==> src/rtl/arm1_pkg.sv <==
// ---------------------------------------------------------------------------
// arm1_pkg
// Shared definitions for the LDM/STM register-list sequencer: default widths
// of the register list and register number, transfer-index width, and the
// sequencer state encoding.
// ---------------------------------------------------------------------------
package arm1_pkg;

  localparam int LIST_W_DEF = 16;
  localparam int NB_W_DEF   = 4;
  localparam int IDX_W      = 5;

  typedef enum logic [1:0] {
    ST_IDLE  = 2'd0,
    ST_XFER  = 2'd1,
    ST_WBACK = 2'd2,
    ST_DONE  = 2'd3
  } seq_state_e;

endpackage : arm1_pkg

==> src/rtl/lowest_bit_encoder.sv <==
// ---------------------------------------------------------------------------
// lowest_bit_encoder
// Combinational priority encoder for the pending register mask.
// Ports:
//   mask_i    - pending register mask (bit n selects rn)
//   idx_o     - index of the lowest set bit (0 when mask is empty)
//   one_hot_o - exactly one bit of mask_i is set
// ---------------------------------------------------------------------------
module lowest_bit_encoder #(
  parameter int LIST_W = 16,
  parameter int NB_W   = 4
) (
  input  logic [LIST_W-1:0] mask_i,
  output logic [NB_W-1:0]   idx_o,
  output logic              one_hot_o
);

  localparam logic [LIST_W-1:0] ONE = {{(LIST_W-1){1'b0}}, 1'b1};

  // Scan from the top down so the lowest set bit is the final value written.
  always_comb begin
    idx_o = '0;
    for (int i = LIST_W - 1; i >= 0; i--) begin
      idx_o = mask_i[i] ? i[NB_W-1:0] : idx_o;
    end
  end

  // Clearing the lowest set bit leaves zero only for a single-bit mask.
  assign one_hot_o = (mask_i != '0) && ((mask_i & (mask_i - ONE)) == '0);

endmodule : lowest_bit_encoder

==> src/rtl/ldm_stm_sequencer.sv <==
// ---------------------------------------------------------------------------
// ldm_stm_sequencer
// Walks an LDM/STM register list lowest register first, presenting one
// register number per accepted memory transfer, optionally followed by a
// base-register writeback slot and a one-cycle completion pulse.
// Optional feature macro: LDM_WRITEBACK_EN (enables the WBACK slot; without
// it wb_req is ignored and wb_valid stays 0).
// Ports:
//   phi1_clock, nreset           - clock, asynchronous active-low reset
//   start, reg_list, base_nb,    - block-transfer request and its operands,
//   wb_req, s_bit                  latched when accepted in IDLE
//   mem_ready, abort             - transfer accepted / data abort
//   busy, reg_valid, reg_nb,     - sequence status and current register
//   first, last, xfer_idx          with its position in the list
//   force_mode                   - user-bank select for the register decoder
//   wb_valid, done               - writeback slot, completion pulse
// ---------------------------------------------------------------------------
module ldm_stm_sequencer
  import arm1_pkg::*;
#(
  parameter int LIST_W = LIST_W_DEF,
  parameter int NB_W   = NB_W_DEF
) (
  input  logic              phi1_clock,
  input  logic              nreset,
  input  logic              start,
  input  logic [LIST_W-1:0] reg_list,
  input  logic [NB_W-1:0]   base_nb,
  input  logic              wb_req,
  input  logic              s_bit,
  input  logic              mem_ready,
  input  logic              abort,
  output logic              busy,
  output logic              reg_valid,
  output logic [NB_W-1:0]   reg_nb,
  output logic              first,
  output logic              last,
  output logic [IDX_W-1:0]  xfer_idx,
  output logic              force_mode,
  output logic              wb_valid,
  output logic              done
);

  localparam logic [LIST_W-1:0] ONE      = {{(LIST_W-1){1'b0}}, 1'b1};
  // An empty list still moves one register: r15.
  localparam logic [LIST_W-1:0] R15_MASK = ONE << 15;

  seq_state_e        state_q, state_d;
  logic [LIST_W-1:0] pending_q, pending_d;
  logic [IDX_W-1:0]  idx_q, idx_d;
  logic [NB_W-1:0]   base_q, base_d;
  logic              wb_q, wb_d;
  logic              s_q, s_d;

  logic [NB_W-1:0]   low_idx_s;
  logic              one_hot_s;
  logic              wb_req_s;

`ifdef LDM_WRITEBACK_EN
  assign wb_req_s = wb_req;
`else
  // Writeback disabled: wb_q is latched as 0, so WBACK is never entered.
  logic unused_wb_req_s;
  assign unused_wb_req_s = wb_req;
  assign wb_req_s        = 1'b0;
`endif

  lowest_bit_encoder #(
    .LIST_W (LIST_W),
    .NB_W   (NB_W)
  ) u_enc (
    .mask_i    (pending_q),
    .idx_o     (low_idx_s),
    .one_hot_o (one_hot_s)
  );

  // State and operand registers.
  always_ff @(posedge phi1_clock or negedge nreset) begin
    if (!nreset) begin
      state_q   <= ST_IDLE;
      pending_q <= '0;
      idx_q     <= '0;
      base_q    <= '0;
      wb_q      <= 1'b0;
      s_q       <= 1'b0;
    end else begin
      state_q   <= state_d;
      pending_q <= pending_d;
      idx_q     <= idx_d;
      base_q    <= base_d;
      wb_q      <= wb_d;
      s_q       <= s_d;
    end
  end

  // Next-state logic; abort takes priority over mem_ready.
  always_comb begin
    state_d   = state_q;
    pending_d = pending_q;
    idx_d     = idx_q;
    base_d    = base_q;
    wb_d      = wb_q;
    s_d       = s_q;
    case (state_q)
      ST_IDLE: begin
        if (start) begin
          state_d   = ST_XFER;
          pending_d = (reg_list == '0) ? R15_MASK : reg_list;
          idx_d     = 5'd0;
          base_d    = base_nb;
          wb_d      = wb_req_s;
          s_d       = s_bit;
        end else begin
          state_d   = ST_IDLE;
        end
      end
      ST_XFER: begin
        if (abort) begin
          state_d   = ST_IDLE;
          pending_d = '0;
          idx_d     = 5'd0;
          wb_d      = 1'b0;
          s_d       = 1'b0;
        end else if (mem_ready) begin
          pending_d = pending_q & (pending_q - ONE);
          idx_d     = idx_q + 5'd1;
          if (one_hot_s) begin
            state_d = wb_q ? ST_WBACK : ST_DONE;
          end else begin
            state_d = ST_XFER;
          end
        end else begin
          state_d   = ST_XFER;
        end
      end
      ST_WBACK: begin
        if (abort) begin
          state_d = ST_IDLE;
        end else begin
          state_d = ST_DONE;
        end
        pending_d = '0;
        idx_d     = (abort) ? 5'd0 : idx_q;
        wb_d      = 1'b0;
        s_d       = (abort) ? 1'b0 : s_q;
      end
      ST_DONE: begin
        state_d   = ST_IDLE;
        pending_d = '0;
        idx_d     = 5'd0;
        wb_d      = 1'b0;
        s_d       = 1'b0;
      end
      default: begin
        state_d   = ST_IDLE;
        pending_d = '0;
        idx_d     = 5'd0;
        wb_d      = 1'b0;
        s_d       = 1'b0;
      end
    endcase
  end

  // Outputs decoded from registered state only, so they clear with nreset.
  always_comb begin
    busy       = (state_q != ST_IDLE);
    reg_valid  = (state_q == ST_XFER);
    first      = (state_q == ST_XFER) && (idx_q == 5'd0);
    last       = (state_q == ST_XFER) && one_hot_s;
    xfer_idx   = idx_q;
    force_mode = (state_q != ST_IDLE) ? s_q : 1'b0;
    done       = (state_q == ST_DONE);
`ifdef LDM_WRITEBACK_EN
    wb_valid   = (state_q == ST_WBACK);
`else
    wb_valid   = 1'b0;
`endif
    case (state_q)
      ST_XFER:  reg_nb = low_idx_s;
      ST_WBACK: reg_nb = base_q;
      default:  reg_nb = '0;
    endcase
  end

endmodule : ldm_stm_sequencer

==> config.mk <==
export PLATFORM = sky130hd
export DESIGN_NAME = ldm_stm_sequencer
export DESIGN_NICKNAME = d
export VERILOG_FILES = /design/src/rtl/arm1_pkg.sv /design/src/rtl/lowest_bit_encoder.sv /design/src/rtl/ldm_stm_sequencer.sv
export SDC_FILE = /design/constraint.sdc
export NUM_CORES = 1
export LEC_CHECK = 0
export CAP_MARGIN = 0
export CORE_ASPECT_RATIO = 2
export CORE_MARGIN = 4
export CORE_UTILIZATION = 55
export CTS_BUF_LIST = sky130_fd_sc_hd__clkbuf_4 sky130_fd_sc_hd__clkbuf_8
export CTS_CLUSTER_SIZE = 24
export DETAILED_ROUTE_END_ITERATION = 16
export GPL_TIMING_DRIVEN = 0
export PLACE_DENSITY_LB_ADDON = 0.3
export SYNTH_ARGS = -nofsm -noshare
export SYNTH_HDL_FRONTEND = slang
export SYNTH_SLANG_ARGS = --single-unit
==> constraint.sdc <==
create_clock -name phi1_clock -period 4.85 [get_ports phi1_clock]
set_input_delay 0.7275 -clock phi1_clock [delete_from_list [all_inputs] [get_ports phi1_clock]]
set_output_delay 0.7275 -clock phi1_clock [all_outputs]
set_load 0.1 [all_outputs]
==> qor.yml, run 1 <==
yosys:
  synthTopCellsByCount: "28 x dfrtp_1, 22 x o21ai_0, 15 x nand2_1, 15 x nor2_1, 14 x inv_1"
  ys_seq_area_share_pct: 37.84
  ys_ff_latch: 28
  synth_top_area_share_pct: 37.84
  yosysUniqueCellTypes: 47
  synth_flop_cell: "dfrtp_1"
  synth-edff-count: 0
  syn_inst: 209
  netlist_area_um2: 1852
  synth_top_cell_by_area: "dfrtp_1"
  synthTopCellsByArea: "dfrtp_1 38%, a22o_1 6.1%, o21ai_0 5.9%"
  synth.avg_cell_area_um2: 8.860
  synthArstFlopShare_pct: 100.0
  ys_warn_count: 0
  synthesis.nets: 243
  synth_most_common_cell: "dfrtp_1"
cts:
  cts.sinks: 28
  cts_buffers: 3
  clkLatencyLatePin_ns: 0.28
  cts_hold_buf: 0
  clkTransAtPathRegs_ns: 0.09
  tritoncts: "yes"
  h-tree-depth: 1
  post_cts_buffers: 0
  post_cts_resized: 0
  cts-root-buf: "clkbuf_8"
  cts_buffer_depth: 2
power_and_ir_drop:
  pwr-share-seq_pct: 37.2
  power_w: 0.0008330
  comb_power_share_pct: 40.5
  powerDensity_nw_per_um2: 352.4
  irDropWorstVdd_mv: 0.2119
  swShare_pct: 39.13
  power_switching_w: 0.0003260
  intPower_w: 0.0005071
  p_clk_share_pct: 22.3
  p_leak_nw: 0.9582
setup_path:
  end_kind: "primary output"
  crit_type: "reg2out"
  arrival_ns: 3.78
  r2r_start: "pending_q[3]"
  cp.required_ns: 4.12
  crit_fanout: 9
  rr_endpoint: "state_q[1]"
  reg2reg_slack_ns: 2.40
  cp-start-kind: "register"
  r2r_cells: 7
status:
  status: "completed"
grt:
  antenna_found_initial: 0
  grt_pass1_vias: 1861
  grt_start_max_net_pins: 29
  grt_pass1_wl_um: 8183
  overflow: 0
  grtUsageTotal_pct: 23.03
route:
  routed.top_layer: "met4"
  drt-total-wl_um: 5030
  dr.first_iter.drc_count: 80
  m1WireLength_um: 1742
  wl_met3_um: 287
  drcViolationCount: 0
  route.met2.wl_um: 2809
  vias: 1834
  firstDrtPassIters: 4
  viasPerCell: 6.458
  detail-route-antenna-nets: 0
  routedWlPerCell_um: 17.71
sta:
  timing.fmax_mhz: 221.7
  setup_tns_ns: 0
  slew_violations: 0
  fin_skew_ns: 0.0009374
  setup_viol: 0
  min_period_ns: 4.511
  period_share_pct: 93.00
  hold_slack_ns: 0.4541
  worst_pin_slew_ns: 0.9769
  rsz0062_at_grt: "no"
  hold_viol_final: 0
  timing.slew.headroom_pct: 34.67
die:
  start_util_pct: 57.99
  die-area_um2: 4416
  die_x_um: 49.03
  die_y_um: 90.06
  rows: 29
  core_um2: 3193
  ios: 43
layout:
  final_net_count: 288
  area_delta_synth_final_pct: 27.64
  drive_above_1_share_pct: 7.510
  diodes: 0
  final_area_um2: 2364
  post-route-util_pct: 74.02
flow_run:
  maxCapViolCount: 0
placement:
  placed_area_um2: 2297
  globalplace.congestion: 0.8964
  port_buffers: 40
  post-dp-hpwl_um: 3915
hold_path:
  hold_path_class: "in2async"
[state kept, by name, indices dropped and copies added (netlist names)]
name,flops
base_q,4
pending_q,16
s_q,1
state_q,2
xfer_idx,5
[worst max-delay path: stages (launching register included)]
cell and delay (ns):
dfrtp_1 0.39, buf_6 0.14, nor4_4 0.41, nand3_1 0.29, or4b_1 0.58, a221oi_2 0.23, nand3_1 0.16, nor2_1 0.16
clkdlybuf4s50_1 1.14
[metal layers]
metal,vias to the layer above,track usage [%]
met5,-,0
met4,0,14.38
met3,18,3.311
met2,86,42.69
met1,868,22.54
li1,862,-
[metrics by stage]
| stage | setup WS (ns) | instances |
|---|---|---|
| after floorplan | 0.1898 | 209 |
| after global placement | 0.7212 | 280 |
| after detailed placement | 0.7003 | 280 |
| after CTS | 0.3747 | 284 |
| after global routing | 0.1742 | 284 |
| final | 0.3395 | 284 |
[logic make-up (layout without fill, tap and decap cells)]
| kind of cell | Yosys count | in the layout | synth area share [%] |
|---|---|---|---|
| buf+inv | 26 | 70 | 6.284 |
| fa+ha+maj | 9 | 9 | 5.878 |
| flops | 28 | 28 | 37.84 |
| mux | 5 | 5 | 3.040 |
| compound gates | 71 | 71 | 26.42 |
| other cells | 1 | 1 | 0.2025 |
| simple gates | 69 | 69 | 20.34 |
[worst max path at each step]
stage	end	slack (ns)	start
floorplan	reg_nb[1]	0.19	state_q[1]
global placement	last	0.72	pending_q[3]
detailed placement	last	0.70	pending_q[3]
CTS	last	0.37	pending_q[3]
global route	last	0.17	pending_q[3]
finish	last	0.34	pending_q[3]
[cells in the final DEF, fill, tap and decap left out, types with 3 or more instances in the layout]
cell type        count
clkdlybuf4s50_1     39
dfrtp_1             28
o21ai_0             22
nand2_1             15
nor2_1              15
inv_1               14
a22o_1              13
clkbuf_1             9
a21oi_1              8
nor3_1               7
ha_1                 7
nand3_1              6
nor4_1               6
nor2b_1              5
mux2_2               5
o31ai_1              3
a211oi_1             3
o211ai_1             3
a32oi_1              3
nand2b_1             3
clkbuf_8             3
[power by group through the flow]
stage / registers [W] / logic (W) / clock network, W
6_report: 0.000310 / 0.000338 / 0.000186
5_1_grt: 0.000314 / 0.000364 / 0.000198
4_1_cts: 0.000308 / 0.000337 / 0.000185
3_5_place_dp: 0.000313 / 0.000333 / 0
3_3_place_gp: 0.000312 / 0.000327 / 0
2_1_floorplan: 0.000314 / 0.000234 / 0
[cell type report]
| cell class | instances | area [um^2] |
|---|---|---|
| multi-input cells | 155 | 1041 |
| fillers | 222 | 829.5 |
| flip-flops and latches | 28 | 700.7 |
| repair buffers | 40 | 395.4 |
| plain buffers | 12 | 63.81 |
| inverters | 14 | 52.55 |
| clock buffers | 3 | 41.29 |
| well taps | 31 | 38.79 |
| clock inverters | 1 | 30.03 |
(Power assumes the default switching activity.)
==> run 2, diff against run 1 <==
- ABC_CLOCK_PERIOD_IN_PS: not set -> 4850
- CAP_MARGIN: 0 -> 25
==> run 2 against run 1 <==
Sequential power about the same. Largest power group unchanged. Die area unchanged. Sequential cell count unchanged. Utilization grew 1.0 points. Combinational power is essentially flat. Power rose by 0.73%. First-iteration DRC count up 18%. Non-clock buffer count is 1 higher. Clock skew rose by 0.0024 ns. Sequential share of layout area is 0.40 points lower. Via count fell by 0.16%.
==> qor.yml, run 2 (synthesized netlist as in run 1, its figures left out) <==
setup_path:
  cp.required_ns: 4.12
  cp-start-kind: "register"
  crit_family: "simple AND/OR/NAND/NOR gates"
  crit_fanout: 9
  arrival_ns: 3.76
  max_stage_delay_ns: 1.14
  crit_top_cell: "nand3_1"
  crit_path_top_delay_cell: "clkdlybuf4s50_1"
  cp_num_buf_inv: 2
  worstPathCellList: "buf_6 -> nor4_4 -> nand3_1 -> or4b_1 -> a221oi_2 -> nand3_1 -> nor2_1 -> clkdlybuf4s50_1"
  crit_type: "reg2out"
  end_kind: "primary output"
power_and_ir_drop:
  swShare_pct: 39.25
  intPower_w: 0.0005097
  comb_power_share_pct: 40.7
  pwr-share-seq_pct: 36.9
  p_leak_nw: 0.9709
  irDropWorstVdd_mv: 0.2153
  powerDensity_nw_per_um2: 350.2
  power_switching_w: 0.0003294
  p_clk_share_pct: 22.4
  power_w: 0.0008390
sta:
  setup_viol: 0
  setup_tns_ns: 0
  fin_skew_ns: 0.003380
  period_share_pct: 92.58
  min_period_ns: 4.490
  fin_ws_ns: 0.3598
  timing.slew.headroom_pct: 34.68
  hold_viol_final: 0
  rsz0062_at_grt: "no"
  hold_slack_ns: 0.5156
  slew_violations: 0
  timing.fmax_mhz: 222.7
  worst_pin_slew_ns: 0.9767
placement:
  post-dp-hpwl_um: 4011
  dp_slack_ns: 0.7200
  globalplace.congestion: 0.8964
  port_buffers: 40
cts:
  cts.sinks: 28
  cts-root-buf: "clkbuf_8"
  cts_buffer_depth: 2
  post_cts_buffers: 0
  cts_buffers: 3
  post_cts_resized: 0
  clkTransAtPathRegs_ns: 0.10
  h-tree-depth: 1
  cts_hold_buf: 0
  clkLatencyLatePin_ns: 0.28
  tritoncts: "yes"
route:
  drt-total-wl_um: 5090
  routedWlPerCell_um: 17.86
  drcViolationCount: 0
  firstDrtPassIters: 5
  wl_met3_um: 274
  detail-route-antenna-nets: 0
  routed.top_layer: "met4"
  viasPerCell: 6.425
  dr.first_iter.drc_count: 94
  vias: 1831
  m1WireLength_um: 1780
  route.met2.wl_um: 2788
layout:
  area_delta_synth_final_pct: 29.39
  diodes: 0
  final_cell_mix: "40 x clkdlybuf4s50_1, 28 x dfrtp_1, 22 x o21ai_0"
  final_common_cell: "clkdlybuf4s50_1"
  top_register: "pending_q"
  final_net_count: 289
  drive_above_1_share_pct: 7.480
  largest_register_ffs: 16
die:
  core_um2: 3193
  die_y_um: 90.06
  rows: 29
  start_util_pct: 57.99
  die-area_um2: 4416
  die_x_um: 49.03
  ios: 43
status:
  status: "completed"
flow_run:
  maxCapViolCount: 0
grt:
  grt_start_max_net_pins: 18
  grtUsageTotal_pct: 23.58
  grt_pass1_wl_um: 8383
  grt_pass1_vias: 1874
  overflow: 0
  antenna_found_initial: 0
hold_path:
  hold_path_class: "reg2reg"
## run 2: area by class of cell
cell class              instances  area (um^2)
well taps                      31        38.79
plain buffers                  12        63.81
clock buffers                   3        41.29
multi-input cells             155         1041
clock inverters                 1        30.03
inverters                      14        52.55
repair buffers                 41        427.9
flip-flops and latches         28        700.7
fillers                       234        797.0
## run 2: path summary, 6_finish.rpt
path	start	cells past startpoint	slack (ns)	endpoint
max in group asynchronous	nreset	2	3.52	base_q[0]
worst max-delay path	pending_q[3]	8	0.36	last
worst min-delay path	base_q[3]	1	0.52	base_q[3]
min in group asynchronous	nreset	1	0.83	pending_q[11]
worst min register to register	base_q[3]	1	0.52	base_q[3]
worst max register to register	state_q[1]	8	2.40	pending_q[4]
## run 2: per-layer routing
metal	up-vias	GRT usage (%)
met5	-	0
met3	23	3.642
met1	863	23.54
li1	859	-
met4	0	15.06
met2	86	42.90
## run 2: worst register-to-register path, cell delays in order (launching register included)
cell and delay, ns:
dfrtp_1 0.39, inv_1 0.09, ha_1 0.20, clkbuf_1 0.23, nand2b_1 0.28, a2bb2oi_1 0.29, and2_1 0.26, clkbuf_1 0.42
a22o_1 0.24
## run 2: through the flow
step                area (um^2)  instances  utilization [%]
finish                     2396        285            75.04
global route               2396        285            75.04
CTS                        2396        285            75.04
detailed placement         2325        281            72.81
global placement           2297        280            71.94
floorplan                  1858        209                -
## run 2: power groups by stage
stage / Clock, W / Sequential (W) / Combinational (W)
floorplan: 0 / 0.000314 / 0.000234
global placement: 0 / 0.000312 / 0.000327
detailed placement: 0 / 0.000312 / 0.000337
CTS: 0.000186 / 0.000308 / 0.000339
global route: 0.000198 / 0.000314 / 0.000369
finish: 0.000188 / 0.000310 / 0.000341
